===== src/rtl/aes_pkg.sv =====
// rtl/aes_pkg.sv - shared constants, state encoding and GF(2^8) helper for the AES round controller
package aes_pkg;

    // Number of cipher rounds; the controller is built for AES-128 only.
    localparam int NR = 10;

    // First round constant of the key expansion.
    localparam logic [7:0] RCON_INIT = 8'h01;

    // Width of the round counter presented to the datapath.
    localparam int IDX_W = 4;

    // Controller states: waiting for a block, running rounds, holding the result.
    typedef enum logic [1:0] {
        IDLE  = 2'd0,
        ROUND = 2'd1,
        DONE  = 2'd2
    } state_t;

    // Multiply by x in GF(2^8) modulo the AES polynomial x^8+x^4+x^3+x+1.
    function automatic logic [7:0] xtime(input logic [7:0] b);
        logic [7:0] shifted;
        shifted = {b[6:0], 1'b0};
        xtime   = b[7] ? (shifted ^ 8'h1b) : shifted;
    endfunction

endpackage


===== src/rtl/aes_round_ctrl_rcon_gen.sv =====
// rtl/aes_round_ctrl_rcon_gen.sv - round constant register advanced by xtime once per round
module rcon_gen (
    input  logic       clk,
    input  logic       rst,
    input  logic       init,
    input  logic       step,
    output logic [7:0] rcon
);
    import aes_pkg::*;

    // Reload on init (new block), otherwise multiply by x each time a round completes.
    always_ff @(posedge clk or posedge rst) begin
        if (rst) begin
            rcon <= RCON_INIT;
        end else if (init) begin
            rcon <= RCON_INIT;
        end else if (step) begin
            rcon <= xtime(rcon);
        end
    end

endmodule


===== src/rtl/aes_round_ctrl.sv =====
// rtl/aes_round_ctrl.sv - sequencing FSM driving an iterative AES-128 encryption datapath
module aes_round_ctrl #(
    parameter int NR = aes_pkg::NR
) (
    input  logic       clk,
    input  logic       rst,
    input  logic       start_valid,
    output logic       start_ready,
    input  logic       abort,
    output logic       ld_state,
    output logic       rnd_en,
    output logic       skip_mix,
    output logic [3:0] round_idx,
    output logic [7:0] rcon,
    output logic       out_valid,
    input  logic       out_ready,
    output logic       busy
);
    import aes_pkg::*;

    // Round index at which the final (MixColumns-free) round runs.
    localparam logic [IDX_W-1:0] LAST_IDX = IDX_W'(NR);

    state_t     state;
    logic [7:0] rcon_q;
    logic       accept;
    logic       last_round;

    // A block is taken only from IDLE, and abort always wins over start.
    assign accept     = (state == IDLE) && start_valid && !abort;
    assign last_round = (state == ROUND) && (round_idx == LAST_IDX);

    // Datapath strobes are decoded from the state register; only ld_state sees the inputs.
    always_comb begin
        ld_state    = accept;
        rnd_en      = (state == ROUND);
        skip_mix    = last_round;
        out_valid   = (state == DONE);
        busy        = (state != IDLE);
        start_ready = (state == IDLE);
        rcon        = (state == ROUND) ? rcon_q : 8'h00;
    end

    // Main sequencer: IDLE -> ROUND (NR cycles, no stalls) -> DONE until handshake or abort.
    always_ff @(posedge clk or posedge rst) begin
        if (rst) begin
            state     <= IDLE;
            round_idx <= '0;
        end else begin
            case (state)
                IDLE: begin
                    if (start_valid && !abort) begin
                        state     <= ROUND;
                        round_idx <= IDX_W'(1);
                    end
                end
                ROUND: begin
                    if (abort) begin
                        state     <= IDLE;
                        round_idx <= '0;
                    end else if (round_idx == LAST_IDX) begin
                        state     <= DONE;
                        round_idx <= '0;
                    end else begin
                        round_idx <= round_idx + IDX_W'(1);
                    end
                end
                DONE: begin
                    // Abort and a consumer handshake both land in IDLE; no start in this cycle.
                    if (abort || out_ready) begin
                        state <= IDLE;
                    end
                end
                default: begin
                    state     <= IDLE;
                    round_idx <= '0;
                end
            endcase
        end
    end

    // Key-expansion constant: restarted for every accepted block, advanced every round.
    rcon_gen u_rcon_gen (
        .clk  (clk),
        .rst  (rst),
        .init (accept),
        .step (rnd_en),
        .rcon (rcon_q)
    );

endmodule

===== config.mk =====
export PLATFORM = sky130hd
export DESIGN_NAME = aes_round_ctrl
export DESIGN_NICKNAME = d
export VERILOG_FILES = /design/src/rtl/aes_pkg.sv /design/src/rtl/aes_round_ctrl_rcon_gen.sv /design/src/rtl/aes_round_ctrl.sv
export SDC_FILE = /design/constraint.sdc
export NUM_CORES = 1
export LEC_CHECK = 0
export ABC_CLOCK_PERIOD_IN_PS = 1400
export BUFFER_PORTS_ARGS = -buffer_cell sky130_fd_sc_hd__buf_2
export CORE_MARGIN = 3
export CORE_UTILIZATION = 48
export DETAILED_ROUTE_END_ITERATION = 7
export PLACE_DENSITY = 0.75
export SLEW_MARGIN = 20
export SYNTH_ARGS = -nofsm -noshare
export SYNTH_HDL_FRONTEND = slang
export SYNTH_SLANG_ARGS = --single-unit
export TNS_END_PERCENT = 20

===== constraint.sdc =====
create_clock -name clk -period 1.4 [get_ports clk]
set_input_delay 0.07 -clock clk [delete_from_list [all_inputs] [get_ports clk]]
set_output_delay 0.07 -clock clk [all_outputs]
set_load 0.01 [all_outputs]

==> load_flow_metrics.sql <==
INSERT INTO impl_metrics (metric_group, metric, value, unit) VALUES
('run_status', 'status', 'complete, no violations', ''),
('logic_synthesis', 'synth_area_per_cell', '10.5', 'sq um'),
('clocking', 'clk_root_buffer_cell', 'sky130_fd_sc_hd__clkbuf_4', ''),
('timing', 'finalSetupViolations', '0', ''),
('worst_setup_path', 'cpMaxStageDelayCell', 'sky130_fd_sc_hd__dfrtp_1', ''),
('worst_setup_path', 'worstPathRequired', '1.33', 'ns'),
('route', 'wire_per_inst', '12.8', 'microns'),
('worst_setup_path', 'crit_path_start_kind', 'flop', ''),
('route', 'antenna_violating_nets_post_route', '0', ''),
('timing', 'period_needed', '1.38', 'ns'),
('final_layout', 'nets', '108', ''),
('logic_synthesis', 'yosysMostFrequentCell', 'sky130_fd_sc_hd__dfrtp_1', ''),
('timing', 'clock.fmax', '724', 'MHz'),
('route', 'drt_iter0_drc', '7', ''),
('die', 'die_w', '45.7', 'microns'),
('worst_setup_path', 'worst-setup-path-type', 'reg -> out', ''),
('worst_setup_path', 'critical_path.max_fanout', '4', ''),
('logic_synthesis', 'synthArstFlopShare', '1.00', ''),
('route', 'remaining_drc_errors', '0', ''),
('logic_synthesis', 'yosysWarningCount', '0', ''),
('route', 'first_pass_iters', '4', ''),
('power_and_ir_drop', 'powerDensity', '1250', 'mW/mm^2'),
('die', 'row_count', '13', ''),
('die', 'start_util', '0.548', ''),
('worst_setup_path', 'crit_path_max_incr_delay', '0.40', 'ns'),
('die', 'top_level_ports', '23', ''),
('global_route', 'grt_max_degree', '15', ''),
('clocking', 'tritoncts.num_buffers', '3', ''),
('final_layout', 'area.growth.synth_to_final', '28.6', '%'),
('logic_synthesis', 'ys_top_cells_by_area', 'sky130_fd_sc_hd__dfrtp_1, sky130_fd_sc_hd__a21o_1, sky130_fd_sc_hd__inv_1', ''),
('die', 'floorplan.die.height', '45.7', 'microns'),
('worst_setup_path', 'worstPathCellList', 'inv_2 > ha_4 > nand3b_1 > nor2_1 > buf_2', ''),
('final_layout', 'layout.core_utilization', '0.704', ''),
('timing', 'finalClockSkew', '0.00689', 'ns'),
('final_layout', 'antenna-diode-count', '0', ''),
('worst_setup_path', 'critical-path-top-delay-family', 'flip-flops', ''),
('worst_setup_path', 'critical_path.n_buffers_inverters', '2', ''),
('hold_path', 'worst_hold_path_type', 'in -> reg', ''),
('clocking', 'worst_setup_hold_path_clk_slew', '0.09', 'ns'),
('timing', 'postLayoutSetupSlackWorst', '0.0188', 'ns'),
('final_layout', 'drive_above_1_share', '0.490', ''),
('logic_synthesis', 'synth_sequential_area_ratio', '0.464', ''),
('clocking', 'cts.path.max_buffers', '2', ''),
('logic_synthesis', 'number_of_enable_type_register_cells_in_the_synthesized_netlist', '0', ''),
('logic_synthesis', 'synth_ff_type', 'sky130_fd_sc_hd__dfrtp_1', ''),
('logic_synthesis', 'synth_top_area_share', '0.430', ''),
('placement', 'hpwl', '1.06', 'mm'),
('power_and_ir_drop', 'peakVddDrop', '0.735', 'mV'),
('placement', 'buffer_ports.inserted', '22', ''),
('global_route', 'global_route.overflow_total', '0', ''),
('route', 'routed-via-count', '609', ''),
('clocking', 'clkSinkCount', '14', ''),
('route', 'routed_via_density', '5.30', ''),
('power_and_ir_drop', 'finalPower', '1.22', 'mW'),
('global_route', 'first_global_vias', '538', ''),
('logic_synthesis', 'synth-seq-cells', '14', ''),
('timing', 'slew_violations', '0', ''),
('run', 'max_cap_viol_count', '0', ''),
('logic_synthesis', 'ys_top_cells_by_count', 'sky130_fd_sc_hd__dfrtp_1, sky130_fd_sc_hd__inv_1, sky130_fd_sc_hd__a21o_1, sky130_fd_sc_hd__nor2_1', ''),
('clocking', 'worst_skew_pair.late_latency', '0.28', 'ns'),
('die', 'floorplan.core_area', '0.00138', 'sq mm'),
('global_route', 'groute.usage.overall', '0.156', ''),
('global_route', 'grt_antenna_before_repair', '0', ''),
('placement', 'dp_worst_setup_slack', '0.139', 'ns'),
('logic_synthesis', 'synth_nets', '79', ''),
('logic_synthesis', 'synth_top_area_cell', 'sky130_fd_sc_hd__dfrtp_1', ''),
('timing', 'relSlewSlack', '0.641', ''),
('worst_setup_path', 'worst-endpoint-arrival', '1.31', 'ns'),
('global_route', 'grt_pass1_wl', '2.35', 'mm'),
('timing', 'unrepaired_setup_endpoints_after_global_routing', 'true', ''),
('die', 'die_area', '0.00209', 'sq mm');
==> sequential cells by signal (all words and copies together), names as in the netlist <==
signal and cells:
u_rcon_gen.rcon 8, round_idx 4, state 2
==> kinds of logic (layout without fill, tap and decap cells) <==
family | Yosys count | after routing | share of synthesized area
XOR/XNOR | 4 | 4 | 0.0463
flip-flops | 14 | 14 | 0.464
adder cells (fa/ha/maj) | 2 | 2 | 0.0331
AND/OR/NAND/NOR | 23 | 23 | 0.205
AO/OA/AOI/OAI | 18 | 18 | 0.187
buffers and inverters | 11 | 39 | 0.0645
==> tightest hold or removal path, stage by stage <==
cell	delay, ns
sky130_fd_sc_hd__buf_2	0.07
sky130_fd_sc_hd__nor2b_1	0.03
sky130_fd_sc_hd__o21a_1	0.16
==> path summary, 6_finish.rpt <==
check | start | to | cells past startpoint | slack (ns)
worst min-delay path | out_ready | state[1] | 3 | 0.09
max in group asynchronous | rst | state[1] | 3 | 0.64
worst min register to register | u_rcon_gen.rcon[6] | u_rcon_gen.rcon[6] | 1 | 0.48
min in group asynchronous | rst | round_idx[2] | 3 | 0.36
worst max-delay path | round_idx[0] | skip_mix | 5 | 0.02
worst max register to register | round_idx[0] | state[1] | 6 | 0.13
==> routing by layer <==
| layer | global-route usage | wire [microns] |
|---|---|---|
| met1 | 0.206 | 696 |
| met5 | 0 | 0 |
| met2 | 0.242 | 679 |
| met4 | 0.0682 | 23 |
| met3 | 0.0356 | 77 |
==> area by class of cell <==
type	instances	area, sq um
well taps	15	18.8
repair buffers	26	161
flip-flops and latches	14	354
fillers	105	409
multi-input cells	47	374
inverters	9	38.8
clock buffers	4	26.3
==> what timing repair did <==
| action | in CTS | in global routing |
|---|---|---|
| hold buffers | 1 | 0 |
| setup buffers | 1 | 2 |
| pin swaps | 0 | 1 |
| gates resized for setup | 4 | 9 |
| hold endpoints to repair | 13 | 0 |
| endpoints found under the setup margin | 9 | 8 |
==> where the power goes <==
part           total [mW]  switching [mW]  internal [mW]
Sequential          0.570          0.0778          0.492
Clock               0.244           0.134          0.110
Combinational       0.407           0.202          0.206
==> through the flow <==
stage | instance area (sq um) | hold WS, ns | cells
detailed placement | 871 | 0.137 | 107
global route | 973 | 0.116 | 115
CTS | 922 | 0.0951 | 113
finish | 973 | 0.0907 | 115
floorplan | 757 | -0.0415 | 72
global placement | 871 | 0.136 | 107
==> placed cells by master, fill, tap and decap left out, types with 2 or more instances in the layout <==
master	synthesis	routed
sky130_fd_sc_hd__buf_2	0	19
sky130_fd_sc_hd__dfrtp_1	13	11
sky130_fd_sc_hd__inv_1	8	6
sky130_fd_sc_hd__a21o_1	4	4
sky130_fd_sc_hd__nor2_1	4	4
sky130_fd_sc_hd__xor2_1	3	3
sky130_fd_sc_hd__and2_4	3	3
sky130_fd_sc_hd__and2_2	3	3
sky130_fd_sc_hd__clkbuf_4	0	3
sky130_fd_sc_hd__buf_6	1	3
sky130_fd_sc_hd__buf_4	0	3
sky130_fd_sc_hd__nor2b_1	2	2
sky130_fd_sc_hd__a21oi_1	2	2
sky130_fd_sc_hd__nand2b_1	2	2
sky130_fd_sc_hd__inv_2	1	2
sky130_fd_sc_hd__nand2_1	3	2
sky130_fd_sc_hd__a22o_2	2	2
sky130_fd_sc_hd__dfrtp_2	0	2
Power figures use the tool's default switching activity.
